[config.mk]
export PLATFORM = sky130hd
export DESIGN_NAME = uart_rx_cmd_flat
export DESIGN_NICKNAME = d
export VERILOG_FILES = /design/src/rtl/piggy_uart_pkg.sv /design/src/rtl/uart_rx_cmd_if.sv /design/src/rtl/uart_rx_sync.sv /design/src/rtl/uart_rx_cmd.sv /design/src/flat_wrapper.sv
export SDC_FILE = /design/constraint.sdc
export NUM_CORES = 1
export LEC_CHECK = 0
export ABC_CLOCK_PERIOD_IN_PS = 4500
export BUFFER_PORTS_ARGS = -buffer_cell sky130_fd_sc_hd__buf_2
export CAP_MARGIN = 25
export CORE_MARGIN = 2
export CORE_UTILIZATION = 44
export CTS_CLUSTER_DIAMETER = 100
export DETAILED_ROUTE_END_ITERATION = 16
export SLEW_MARGIN = 40
export SYNTH_ARGS = -nofsm -noshare
export SYNTH_HDL_FRONTEND = slang
export SYNTH_SLANG_ARGS = --single-unit
[constraint.sdc]
create_clock -name clk -period 4.5 [get_ports clk]
set_input_delay 0.225 -clock clk [delete_from_list [all_inputs] [get_ports clk]]
set_output_delay 0.225 -clock clk [all_outputs]
set_load 0.1 [all_outputs]
[src/rtl/piggy_uart_pkg.sv]
// piggy_uart_pkg: definitions shared by the piggy-bank UART receive and transmit paths.
package piggy_uart_pkg;

    typedef enum logic [2:0] {
        RX_IDLE,
        RX_START,
        RX_DATA,
        RX_STOP,
        RX_BREAK
    } rx_state_e;

    localparam logic [7:0] CMD_REPORT_DEF = 8'h53;
    localparam logic [7:0] CMD_CLEAR_DEF  = 8'h43;

    // True while a frame is in flight; BREAK is deliberately excluded.
    function automatic logic rx_busy(input rx_state_e s);
        return s inside {RX_START, RX_DATA, RX_STOP};
    endfunction

endpackage

[src/rtl/uart_rx_cmd_if.sv]
// uart_rx_cmd_if: serial input and decoded byte/command outputs of the UART receiver.
interface uart_rx_cmd_if;
    logic       i_Rx_Serial;
    logic       o_Rx_Active;
    logic       o_Rx_DV;
    logic [7:0] o_Rx_Byte;
    logic       o_Rx_Frame_Err;
    logic       o_cmd_report;
    logic       o_cmd_clear;

    modport master (
        input  i_Rx_Serial,
        output o_Rx_Active, o_Rx_DV, o_Rx_Byte, o_Rx_Frame_Err, o_cmd_report, o_cmd_clear
    );

    modport slave (
        output i_Rx_Serial,
        input  o_Rx_Active, o_Rx_DV, o_Rx_Byte, o_Rx_Frame_Err, o_cmd_report, o_cmd_clear
    );
endinterface

[src/rtl/uart_rx_sync.sv]
// uart_rx_sync: two-flop synchroniser that resets to the idle-high line level.
module uart_rx_sync (
    input  logic clk,
    input  logic rst,
    input  logic d,
    output logic q
);
    logic meta;

    always_ff @(posedge clk or posedge rst)
        if (rst) {q, meta} <= 2'b11;
        else     {q, meta} <= {meta, d};
endmodule

[src/rtl/uart_rx_cmd.sv]
// uart_rx_cmd: 8N1 UART receiver with mid-bit sampling, framing-error flag and
// single-byte report/clear command decode.
module uart_rx_cmd
    import piggy_uart_pkg::*;
#(
    parameter int         CLKS_PER_BIT = 87,
    parameter logic [7:0] CMD_REPORT   = CMD_REPORT_DEF,
    parameter logic [7:0] CMD_CLEAR    = CMD_CLEAR_DEF
) (
    input logic           clk,
    input logic           rst,
    uart_rx_cmd_if.master bus
);
    localparam int            CW   = $clog2(CLKS_PER_BIT);
    localparam logic [CW-1:0] HALF = CW'((CLKS_PER_BIT - 1) / 2);
    localparam logic [CW-1:0] LAST = CW'(CLKS_PER_BIT - 1);

    rx_state_e     state, state_d;
    logic          rx_s;
    logic [CW-1:0] clk_cnt;
    logic [2:0]    bit_idx;
    logic [7:0]    shift_reg;
    logic          half_hit, bit_hit;
    logic          active_d, dv_d, err_d, report_d, clear_d;
    logic [7:0]    byte_d;
    logic          active_q, dv_q, err_q, report_q, clear_q;
    logic [7:0]    byte_q;

    uart_rx_sync u_sync (
        .clk (clk),
        .rst (rst),
        .d   (bus.i_Rx_Serial),
        .q   (rx_s)
    );

    assign half_hit = clk_cnt == HALF;
    assign bit_hit  = clk_cnt == LAST;

    always_ff @(posedge clk or posedge rst)
        if (rst) state <= RX_IDLE;
        else     state <= state_d;

    always_comb begin
        state_d = state;
        case (state)
            RX_IDLE:  if (!rx_s) state_d = RX_START;
            RX_START: if (half_hit) state_d = rx_s ? RX_IDLE : RX_DATA;
            RX_DATA:  if (bit_hit && bit_idx == 3'd7) state_d = RX_STOP;
            RX_STOP:  if (bit_hit) state_d = rx_s ? RX_IDLE : RX_BREAK;
            RX_BREAK: if (rx_s) state_d = RX_IDLE;
            default:  state_d = RX_IDLE;
        endcase
    end

    // The bit counter restarts on every state change and on each data-bit boundary.
    always_ff @(posedge clk or posedge rst)
        if (rst) begin
            clk_cnt   <= '0;
            bit_idx   <= '0;
            shift_reg <= '0;
        end else begin
            clk_cnt <= (state_d != state || bit_hit || !rx_busy(state)) ? '0 : clk_cnt + 1'b1;
            bit_idx <= (state == RX_DATA) ? bit_idx + 3'(bit_hit) : '0;
            if (state == RX_DATA && bit_hit) shift_reg[bit_idx] <= rx_s;
        end

    always_comb begin
        dv_d     = state == RX_STOP && bit_hit && rx_s;
        err_d    = state == RX_STOP && bit_hit && !rx_s;
        report_d = dv_d && shift_reg == CMD_REPORT;
        clear_d  = dv_d && shift_reg == CMD_CLEAR;
        byte_d   = dv_d ? shift_reg : byte_q;
        active_d = rx_busy(state);
    end

    always_ff @(posedge clk or posedge rst)
        if (rst) begin
            {active_q, dv_q, err_q, report_q, clear_q} <= '0;
            byte_q <= '0;
        end else begin
            {active_q, dv_q, err_q, report_q, clear_q} <= {active_d, dv_d, err_d, report_d, clear_d};
            byte_q <= byte_d;
        end

    assign bus.o_Rx_Active    = active_q;
    assign bus.o_Rx_DV        = dv_q;
    assign bus.o_Rx_Byte      = byte_q;
    assign bus.o_Rx_Frame_Err = err_q;
    assign bus.o_cmd_report   = report_q;
    assign bus.o_cmd_clear    = clear_q;
endmodule

[src/flat_wrapper.sv]
// flat-port wrapper written by rule: the top's interface ports become plain ports
module uart_rx_cmd_flat import piggy_uart_pkg::*;
#(
    parameter int         CLKS_PER_BIT = 87,
    parameter logic [7:0] CMD_REPORT   = CMD_REPORT_DEF,
    parameter logic [7:0] CMD_CLEAR    = CMD_CLEAR_DEF
)
  (clk, rst, bus_i_Rx_Serial, bus_o_Rx_Active, bus_o_Rx_DV, bus_o_Rx_Byte, bus_o_Rx_Frame_Err, bus_o_cmd_report, bus_o_cmd_clear);
  uart_rx_cmd_if bus_i ();
  input logic clk;
  input logic rst;
  input wire logic [$bits(bus_i.i_Rx_Serial)-1:0] bus_i_Rx_Serial;
  output wire logic [$bits(bus_i.o_Rx_Active)-1:0] bus_o_Rx_Active;
  output wire logic [$bits(bus_i.o_Rx_DV)-1:0] bus_o_Rx_DV;
  output wire logic [$bits(bus_i.o_Rx_Byte)-1:0] bus_o_Rx_Byte;
  output wire logic [$bits(bus_i.o_Rx_Frame_Err)-1:0] bus_o_Rx_Frame_Err;
  output wire logic [$bits(bus_i.o_cmd_report)-1:0] bus_o_cmd_report;
  output wire logic [$bits(bus_i.o_cmd_clear)-1:0] bus_o_cmd_clear;
  assign bus_i.i_Rx_Serial = bus_i_Rx_Serial;
  assign bus_o_Rx_Active = bus_i.o_Rx_Active;
  assign bus_o_Rx_DV = bus_i.o_Rx_DV;
  assign bus_o_Rx_Byte = bus_i.o_Rx_Byte;
  assign bus_o_Rx_Frame_Err = bus_i.o_Rx_Frame_Err;
  assign bus_o_cmd_report = bus_i.o_cmd_report;
  assign bus_o_cmd_clear = bus_i.o_cmd_clear;
  uart_rx_cmd #(.CLKS_PER_BIT(CLKS_PER_BIT), .CMD_REPORT(CMD_REPORT), .CMD_CLEAR(CMD_CLEAR)) u_core (.clk(clk), .rst(rst), .bus(bus_i));
endmodule
==> metrics.log <==
[metrics] Final Wtd Congestion: 0.741
[metrics] design area: 1910 um^2
[metrics] final hold viol count: 0
[metrics] global-route wire length before repair: 5000 um
[metrics] number of buffers created by CTS: 5
[metrics] fraction of power consumed by the clock network: 42.2%
[metrics] area growth from synthesis to layout: 12.4%
[metrics] Worst Path Class, Setup: flop to flop
[metrics] Post-CTS Repair Setup Buffers: 0
[metrics] Final #Nets: 159
[metrics] final total power: 652 uW
[metrics] average instance area after synthesis: 12.5 um^2
[metrics] most area-hungry cell type in the Yosys netlist: sky130_fd_sc_hd__dfrtp_1
[metrics] Sw Pwr: 145 uW
[metrics] # H-tree levels: 2
[metrics] top cell type's share of synthesized area: 50.0%
[metrics] leading cell type by number of instances after synthesis: sky130_fd_sc_hd__dfrtp_1
[metrics] Skew-Pair Late Insertion Delay: 0.28 ns
[metrics] number of violations of the max-capacitance limit: 0
[metrics] EDFF count, synth: 0
[metrics] final setup violating endpoints: 0
[metrics] HPWL Detailed: 1990 um
[metrics] standard cell core area: 3690 um^2
[metrics] peak fanout along the critical path: 11
[metrics] Util after Layout: 51.8%
[metrics] post-detailed-placement cell area: 1800 um^2
[metrics] number of instances in the synthesized netlist: 136
[metrics] clock tree from TritonCTS: yes
[metrics] overall die height: 66.2 um
[metrics] die boundary width: 66.2 um
[metrics] final WL: 2820 um
[metrics] top post-synthesis cells by count: sky130_fd_sc_hd__dfrtp_1, sky130_fd_sc_hd__mux2_2, sky130_fd_sc_hd__nand3_1
[metrics] number of antenna violations at the first check in global routing: 0
[metrics] Hold WC Path Type: input pin to async pin
[metrics] maximum number of pins on one net before global-route repair: 37
[metrics] total global routing track utilization: 15.2%
[metrics] data required time of the critical path: 4.67 ns
[metrics] clock skew: 0.00282 ns
[metrics] post-layout min period: 1.82 ns
[metrics] wire length per cell after detailed routing: 14.0 um
[metrics] sequential standard cell area: 903 um^2
[metrics] CTS clock-pin slew for the worst setup and hold paths: 0.07 ns
[metrics] clock root cell: sky130_fd_sc_hd__clkbuf_8
[metrics] drc violations: 0
[metrics] placed cells: 193
[metrics] total of buffers placed on input and output ports: 15
[metrics] Reg power frac: 52.5%
[metrics] ratio of final minimum period to clock period: 40.5%
[metrics] routed via count divided by cell count: 5.39
[metrics] TritonCTS sink count: 36
[metrics] standby leakage power: 0.937 nW
[metrics] syn nets: 143
[metrics] Syn. warnings: 0
[metrics] multi-input logic area: 728 um^2
[metrics] cell internal power dissipation: 507 uW
[metrics] number of distinct standard cells referenced by the synthesized netlist: 42
[metrics] 1st-pass router iterations: 4
[metrics] number of resized instances in the post-cts repair step: 0
[metrics] Post-synth top flop: sky130_fd_sc_hd__dfrtp_1
[metrics] Highest Clock Rate: 548 MHz
[metrics] final std cells w/o fill: 201
[metrics] I/O pin cnt: 16
[metrics] Crit path arrival time: 1.99 ns
[metrics] Slew @ Worst Pin: 0.497 ns
[metrics] worst-case clock buffer depth: 2
[metrics] via count of the routed design: 1084
[metrics] DIE AREA: 4380 um^2
[metrics] number of fill cells in the layout: 342
[metrics] register area share after synthesis: 53.1%
[metrics] count of pins over their slew limit: 0
[metrics] portion of total power attributed to combinational logic: 5.3%
[metrics] share of final-layout standard cells stronger than drive strength 1: 35.3%
[metrics] worst voltage drop across the vdd grid: 0.000304 V
[metrics] vias in the first global route: 1081
[metrics] outcome: finished clean
[metrics] R2R setup slack: 2.68 ns
[metrics] Detail Route Antenna Nets: 0
[metrics] number of inserted diodes: 0
[metrics] effective utilization at floorplan: 46.1%
[metrics] cell types with the largest area share after synthesis: sky130_fd_sc_hd__dfrtp_1, sky130_fd_sc_hd__mux2_2, sky130_fd_sc_hd__nand3_1
[metrics] aggregate global routing overflow: 0
[metrics] area of the mapped netlist: 1700 um^2
[metrics] RSZ-0062 raised after global routing: false
[metrics] synthesized flop and latch total: 36
[metrics] number of hold buffers added after cts: 0
[metrics] First DRT Iteration DRCs: 36
[metrics] # rows: 22
[metrics] CP endpoint kind: flop
[metrics] ratio of total power to cell area: 341 nW/um^2
[metrics] max-slew headroom at the worst pin: 66.6%
[metrics] Switching Fraction: 22.2%
[metrics] share of flip-flops with an asynchronous set or reset after synthesis: 100%
[metrics] sort of element at the start of the critical path: flop
[metrics] Final TNS setup: 0 ns
[routing by layer]
layer	up-vias	wire length [um]	track usage [%]
li1	526	-	-
met1	535	1380	20.5
met2	20	1290	22.8
met3	3	111	4.60
met4	0	43	6.12
met5	-	0	0
[critical path, stage by stage (launching register included)]
cell                      delay, ns
sky130_fd_sc_hd__dfrtp_1       0.42
sky130_fd_sc_hd__inv_1         0.07
sky130_fd_sc_hd__ha_1          0.15
sky130_fd_sc_hd__and4b_2       0.39
sky130_fd_sc_hd__nand4_4       0.18
sky130_fd_sc_hd__inv_4         0.14
sky130_fd_sc_hd__mux2_2        0.34
[layout make-up]
type	instances	area share, %
Clock buffer	5	3.60
Sequential cell	36	47.3
Timing Repair Buffer	16	4.32
Tap cell	48	3.14
Multi-Input combinational cell	87	38.1
Clock inverter	3	2.23
Inverter	6	1.31
[power groups by stage]
| stage | combinational [mW] | sequential, mW | clock, mW |
|---|---|---|---|
| 2_1_floorplan | 0.0302 | 0.346 | 0 |
| 3_3_place_gp | 0.0353 | 0.348 | 0 |
| 3_5_place_dp | 0.0358 | 0.348 | 0 |
| 4_1_cts | 0.0359 | 0.342 | 0.285 |
| 5_1_grt | 0.0395 | 0.344 | 0.300 |
| 6_report | 0.0348 | 0.342 | 0.275 |
[cell usage in the layout (no fill, tap or decap), types with 2 or more instances in the layout]
master	netlist	final
sky130_fd_sc_hd__buf_2	2	15
sky130_fd_sc_hd__nor2_1	4	4
sky130_fd_sc_hd__mux2_2	14	14
sky130_fd_sc_hd__or3_1	2	2
sky130_fd_sc_hd__nand4b_1	2	2
sky130_fd_sc_hd__a211oi_1	2	2
sky130_fd_sc_hd__inv_1	5	5
sky130_fd_sc_hd__dfstp_2	2	2
sky130_fd_sc_hd__clkbuf_8	0	5
sky130_fd_sc_hd__nand3_1	11	11
sky130_fd_sc_hd__and4bb_2	3	3
sky130_fd_sc_hd__and2_1	3	3
sky130_fd_sc_hd__nand2_1	2	2
sky130_fd_sc_hd__and3_1	4	4
sky130_fd_sc_hd__o21ai_0	4	4
sky130_fd_sc_hd__dfrtp_1	34	34
sky130_fd_sc_hd__ha_1	4	4
sky130_fd_sc_hd__xor2_1	3	3
sky130_fd_sc_hd__nor3_1	9	9
[cells by family (layout without fill, tap and decap cells)]
logic type | count (synthesis) | in the layout | synth area share (%)
simple gates | 52 | 52 | 22.6
flops | 36 | 36 | 53.1
mux | 16 | 16 | 10.7
buf+inv | 13 | 30 | 4.05
compound gates | 11 | 11 | 4.49
fa+ha+maj | 4 | 4 | 2.94
xor+xnor | 4 | 4 | 2.06
[through the flow]
stage | hold slack (ns) | setup slack, ns
3_5_place_dp | 0.332 | 2.70
5_1_grt | 0.0152 | 2.57
4_1_cts | 0.0194 | 2.69
3_3_place_gp | 0.332 | 2.75
2_1_floorplan | 0.229 | 2.95
6_report | 0.0256 | 2.68
[path summary, 6_finish.rpt]
path	end	cells after the start	from
setup / recovery	u_core.bus.o_Rx_Byte[1]	6	u_core.clk_cnt[0]
hold / removal	u_core.shift_reg[0]	3	rst
setup reg to reg	u_core.bus.o_Rx_Byte[1]	6	u_core.clk_cnt[0]
hold reg to reg	u_core.u_sync.q	0	u_core.u_sync.meta
max in group asynchronous	u_core.u_sync.q	3	rst
min in group clk	u_core.u_sync.meta	1	bus_i_Rx_Serial
Power figures use the tool's default switching activity.
